File: config.mk
export PLATFORM = sky130hd
export DESIGN_NAME = bin2bcd_seq_ctrl
export DESIGN_NICKNAME = d
export VERILOG_FILES = /design/src/rtl/bin2bcd_pkg.sv /design/src/rtl/bcd_digit_adj.sv /design/src/rtl/bin2bcd_seq_ctrl.sv
export SDC_FILE = /design/constraint.sdc
export NUM_CORES = 1
export LEC_CHECK = 0
export ABC_AREA = 0
export CAP_MARGIN = 20
export CORE_MARGIN = 10
export CORE_UTILIZATION = 45
export DETAILED_ROUTE_END_ITERATION = 16
export GPL_TIMING_DRIVEN = 0
export PLACE_DENSITY = 0.7
export SYNTH_ARGS = -nofsm -noshare
export SYNTH_HDL_FRONTEND = slang
export SYNTH_HIERARCHICAL = 1
export SYNTH_SLANG_ARGS = --single-unit
File: constraint.sdc
create_clock -name clk -period 1.4 [get_ports clk]
set_clock_uncertainty 0.05 [all_clocks]
set_input_delay 0.28 -clock clk [delete_from_list [all_inputs] [get_ports clk]]
set_output_delay 0.28 -clock clk [all_outputs]
set_load 0.005 [all_outputs]
File: src/rtl/bin2bcd_pkg.sv
// -----------------------------------------------------------------------------
// bin2bcd_pkg
// Shared definitions for the sequential binary-to-BCD converter:
//   - state_t      : controller states (IDLE, SHIFT, DONE)
//   - DEF_BIN_W    : default binary input width
//   - DEF_DIGITS   : default number of BCD digits produced
//   - BCD_DIGIT_W  : width of one packed BCD digit
// -----------------------------------------------------------------------------
package bin2bcd_pkg;

    localparam int DEF_BIN_W   = 12;
    localparam int DEF_DIGITS  = 4;
    localparam int BCD_DIGIT_W = 4;

    typedef enum logic [1:0] {
        IDLE  = 2'd0,
        SHIFT = 2'd1,
        DONE  = 2'd2
    } state_t;

endpackage : bin2bcd_pkg

File: src/rtl/bcd_digit_adj.sv
// -----------------------------------------------------------------------------
// bcd_digit_adj
// Combinational double-dabble digit correction: a digit of 5 or more gets +3
// so that the following left shift carries correctly into the next digit.
// Ports:
//   digit_in  : BCD digit before the shift
//   digit_out : corrected digit (4-bit result, no carry out)
// -----------------------------------------------------------------------------
module bcd_digit_adj
    import bin2bcd_pkg::*;
(
    input  logic [BCD_DIGIT_W-1:0] digit_in,
    output logic [BCD_DIGIT_W-1:0] digit_out
);

    // Inputs are always 0..9, so 5..9 maps to 8..12 and never overflows 4 bits.
    assign digit_out = (digit_in >= BCD_DIGIT_W'(5)) ? digit_in + BCD_DIGIT_W'(3)
                                                      : digit_in;

endmodule : bcd_digit_adj

File: src/rtl/bin2bcd_seq_ctrl.sv
// -----------------------------------------------------------------------------
// bin2bcd_seq_ctrl
// Sequential shift-and-add-3 converter: one shared bank of digit adjusters is
// reused over BIN_W iterations to turn a captured binary word into packed BCD.
// Ports:
//   clk      : clock, rising edge
//   rst_n    : asynchronous active-low reset
//   start    : conversion request, sampled only in IDLE
//   bin_in   : value to convert, captured on the accepting edge
//   busy     : high while the conversion iterates (SHIFT)
//   done     : one-cycle pulse when bcd_out carries the new result
//   bcd_out  : packed BCD result, digit 0 in bits [3:0]
//
// Handshake: start is accepted on a rising edge while the FSM is IDLE; from
// that edge busy stays high for BIN_W cycles, then done pulses for one cycle
// with the new bcd_out. start seen during SHIFT or DONE is dropped, not queued.
// bcd_out only changes on the edge that enters DONE and otherwise holds.
// -----------------------------------------------------------------------------
module bin2bcd_seq_ctrl
    import bin2bcd_pkg::*;
#(
    parameter int BIN_W  = DEF_BIN_W,
    parameter int DIGITS = DEF_DIGITS
) (
    input  logic                          clk,
    input  logic                          rst_n,
    input  logic                          start,
    input  logic [BIN_W-1:0]              bin_in,
    output logic                          busy,
    output logic                          done,
    output logic [BCD_DIGIT_W*DIGITS-1:0] bcd_out
);

    localparam int BCD_W = BCD_DIGIT_W * DIGITS;
    localparam int CNT_W = $clog2(BIN_W + 1);
    localparam logic [CNT_W-1:0] LAST_CNT = CNT_W'(BIN_W - 1);

    state_t                 state_q;
    state_t                 state_d;
    logic [BCD_W-1:0]       bcd_acc;
    logic [BCD_W-1:0]       bcd_adj;
    logic [BCD_W-1:0]       bcd_q;
    logic [BIN_W-1:0]       bin_acc;
    logic [CNT_W-1:0]       cnt;
    logic [BCD_W+BIN_W-1:0] shifted;
    logic                   load;
    logic                   step;
    logic                   last;

    // Shared adjust datapath, one instance per digit.
    for (genvar g = 0; g < DIGITS; g++) begin : g_adj
        bcd_digit_adj u_adj (
            .digit_in  (bcd_acc[g*BCD_DIGIT_W +: BCD_DIGIT_W]),
            .digit_out (bcd_adj[g*BCD_DIGIT_W +: BCD_DIGIT_W])
        );
    end

    // One iteration: adjust all digits, then shift the whole register left.
    assign shifted = {bcd_adj, bin_acc} << 1;
    assign last    = (cnt == LAST_CNT);

    always_comb begin
        state_d = state_q;
        load    = 1'b0;
        step    = 1'b0;
        busy    = 1'b0;
        done    = 1'b0;
        case (state_q)
            IDLE: begin
                if (start) begin
                    load    = 1'b1;
                    state_d = SHIFT;
                end
            end
            SHIFT: begin
                busy = 1'b1;
                step = 1'b1;
                if (last) begin
                    state_d = DONE;
                end
            end
            DONE: begin
                done    = 1'b1;
                state_d = IDLE;
            end
            default: state_d = IDLE;
        endcase
    end

    always_ff @(posedge clk or negedge rst_n) begin
        if (!rst_n) begin
            state_q <= IDLE;
        end else begin
            state_q <= state_d;
        end
    end

    always_ff @(posedge clk or negedge rst_n) begin
        if (!rst_n) begin
            bcd_acc <= '0;
            bin_acc <= '0;
            cnt     <= '0;
            bcd_q   <= '0;
        end else if (load) begin
            bcd_acc <= '0;
            bin_acc <= bin_in;
            cnt     <= '0;
        end else if (step) begin
            {bcd_acc, bin_acc} <= shifted;
            cnt                <= cnt + CNT_W'(1);
            // Final iteration: publish the shifted digits directly.
            if (last) begin
                bcd_q <= shifted[BCD_W+BIN_W-1 -: BCD_W];
            end
        end
    end

    assign bcd_out = bcd_q;

endmodule : bin2bcd_seq_ctrl

==> reports/results.tsv, run 1 <==
stage	metric	value	unit
worst_setup_path	path_cells	nand2b_4 > nor3_4 > buf_6 > buf_6 > mux2_4	
floorplanning	num_rows	26	
finish	final_cell_area	3620	µm²
worst_setup_path	worst_setup_path_start_kind	flip-flop	
worst_setup_path	critical_path_class	reg -> reg	
worst_setup_path	cp_top_family	simple AND/OR/NAND/NOR gates	
timing	slew_violations	0	
floorplanning	die_area	8636	µm²
global_routing	antenna_found_initial	0	
worst_setup_path	slowest_stage	dfrtp_1	
power	powerDensity	2392	nW/µm²
clocking	cts.sinks	50	
place	dp.cells	310	
clocking	htreeDepth	2	
job	maxCapViolCount	0	
yosys	avgSynthCellArea	11.56	µm²
finish	final_core_util	70.42	%
timing	timing.final.ws_setup	-0.1809	ns
timing	tns	-3.220	ns
power	p_int	5.445	mW
floorplanning	ios	33	
route	drt_wl_total	6.126	mm
timing	fin_crit_sh	112.9	%
clocking	cts.clk_slew.worst_paths	0.09	ns
global_routing	gr-total-overflow	0	
status	status	complete, but fails checks	
timing	fin_crit	1.581	ns
clocking	clk_latency	0.30	ns
clocking	cts_buffer_depth	2	
finish	nets	315	
place	gp_congestion	0.7747	
route	drt_iter0_markers	96	
worst_setup_path	cp_max_fo	4	
timing	hold_viol_final	0	
clocking	cts_tree	yes	
yosys	syn_area	2394	µm²
worst_setup_path	required	1.53	ns
floorplanning	start_util	46.57	%
floorplanning	fp.dieW	92.93	µm
route	vias_per_cell	5.221	
timing	fmax	0.6325	GHz
worst_setup_path	cp_common_cell	buf_6	
route	drtPass1Iterations	4	
finish	drive_above_1_share	45.21	%
global_routing	grt_pass1_wl	9.384	mm
power	swShare	37.12	%
finish	syn_to_final_growth	51.23	%
yosys	yosysWarnings	6	
place	hpwl	3.353	mm
worst_setup_path	critPathCaptureType	flip-flop	
timing	relSlewSlack	60.59	%
route	via_count	1890	
worst_setup_path	reg2reg_depth	5	
power	switchingPower	3.214	mW
power	p_comb_share	59.1	%
route	drc	0	
power	power.share.clock	9.9	%
power	p_seq_share	31.0	%
worst_setup_path	crit_buf_inv	2	
timing	setup_viol	26	
clocking	cts_buffers	5	
timing	worstMarginPinSlew	0.5911	ns
floorplanning	die_y	92.93	µm
worst_hold_path	hp-class	reg -> reg	
worst_hold_path	holdPathStages	2	
status	violations	negative setup slack	
place	post_dp_cell_area	2846	µm²
global_routing	grt_max_degree	28	
clocking	cts-root-buf	clkbuf_8	
finish	final_cell_count_no_fill	362	
worst_setup_path	path_depth	5	
yosys	synthesis.instances	207	
place	io_buffers	32	
yosys	syn_nets	231	
power	p_leak	1.659	nW
worst_setup_path	arrival	1.71	ns
worst_setup_path	cpPeakStageDelay	0.41	ns
finish	antenna_cells	0	
route	final_antenna_net_count	0	
floorplanning	fp.coreArea	5140	µm²
power	peakVddDrop	0.001027	V
global_routing	track_usage	13.25	%
global_routing	first_global_vias	1950	
timing	grt_setup_unrepaired	yes	
route	routedWlPerCell	16.92	µm
[final timing paths]
check	end	startpoint	slack, ns
worst max-delay path	bcd_out[9]	state_q[1]	-0.18
worst min-delay path	bin_acc[6]	bin_acc[6]	0.45
max in group asynchronous	bcd_acc[0]	rst_n	0.28
min in group asynchronous	bin_acc[6]	rst_n	0.47
worst max register to register	bcd_out[9]	state_q[1]	-0.18
worst min register to register	bin_acc[6]	bin_acc[6]	0.45
[cell usage in the layout, fill, tap and decap left out, types with 2 or more instances in the layout]
| cell type | instances |
|---|---|
| dlygate4sd2_1 | 16 |
| clkbuf_1 | 2 |
| buf_12 | 2 |
| clkbuf_8 | 6 |
| ha_4 | 7 |
| buf_4 | 40 |
| buf_6 | 7 |
| a22oi_1 | 10 |
| nand3_1 | 2 |
| buf_2 | 3 |
| clkdlybuf4s50_1 | 13 |
| o21ai_1 | 4 |
| o21ai_0 | 10 |
| mux2_4 | 16 |
| o21ai_4 | 3 |
| xnor2_2 | 4 |
| mux2i_2 | 4 |
| nand2b_4 | 7 |
| nand2_1 | 26 |
| a22o_1 | 18 |
| buf_8 | 2 |
| inv_2 | 8 |
| dfrtp_1 | 46 |
| dfrtp_2 | 4 |
| a21oi_4 | 4 |
| ha_2 | 2 |
| nor2_1 | 6 |
[through the flow]
step | total power [mW] | hold WS [ns] | worst slack (ns)
finish | 8.659 | 0.4463 | -0.1809
global route | 9.245 | 0.4659 | -0.2072
floorplan | 4.837 | -0.06559 | -0.1659
CTS | 7.861 | 0.4529 | -0.1583
detailed placement | 5.887 | 0.2610 | -0.5810
global placement | 5.778 | 0.4180 | -1.439
[power groups by stage]
stage,Combinational [mW],Sequential [mW],Clock (mW)
after floorplan,2.31,2.52,0
after global placement,3.18,2.59,0
after detailed placement,3.28,2.61,0
after CTS,4.37,2.60,0.889
after global routing,5.52,2.77,0.953
final,5.12,2.68,0.855
[tightest hold or removal path, stage by stage (launching register included)]
cell and delay (ns):
dfrtp_1 0.35, nand2_1 0.05, o21ai_0 0.06
[area by class of cell]
cell class / count / area (µm²)
Sequential cell: 50 / 1256
Fill cell: 377 / 1520
Inverter: 10 / 52.55
Multi-Input combinational cell: 138 / 1356
Clock buffer: 7 / 86.33
Tap cell: 70 / 87.58
Clock inverter: 1 / 5.005
Buffer: 8 / 87.58
Timing Repair Buffer: 78 / 688.2
[what timing repair did]
item	4_1_cts	5_1_grt
pin swaps	13	13
endpoints found under the hold margin	23	0
resized for setup	83	39
hold buffers	1	0
gates cloned	1	1
setup buffers	29	13
endpoints found under the setup margin	58	48
[sequential cells by signal (all words and copies together) (netlist names)]
signal   cells
state_q      2
bcd_acc     16
cnt          4
bin_acc     12
bcd_out     16
[metal layers]
metal / part of all wire, % / track usage [%] / vias to the layer above / wire length (µm)
met5: 0 / 0 / - / 0
met4: 0.41 / 3.213 / 0 / 25
met3: 3.6 / 3.713 / 2 / 223
met2: 52 / 22.43 / 40 / 3173
met1: 44 / 16.25 / 942 / 2704
li1: - / - / 906 / -
Note: power is estimated with default switching activity, not from simulation.
==> run 2, diff against run 1 <==
Settings changed: GPL_ROUTABILITY_DRIVEN from default to 0.
==> results of run 2 <==
Same layout as run 1: the final DEF is identical, and so are final timing and power.
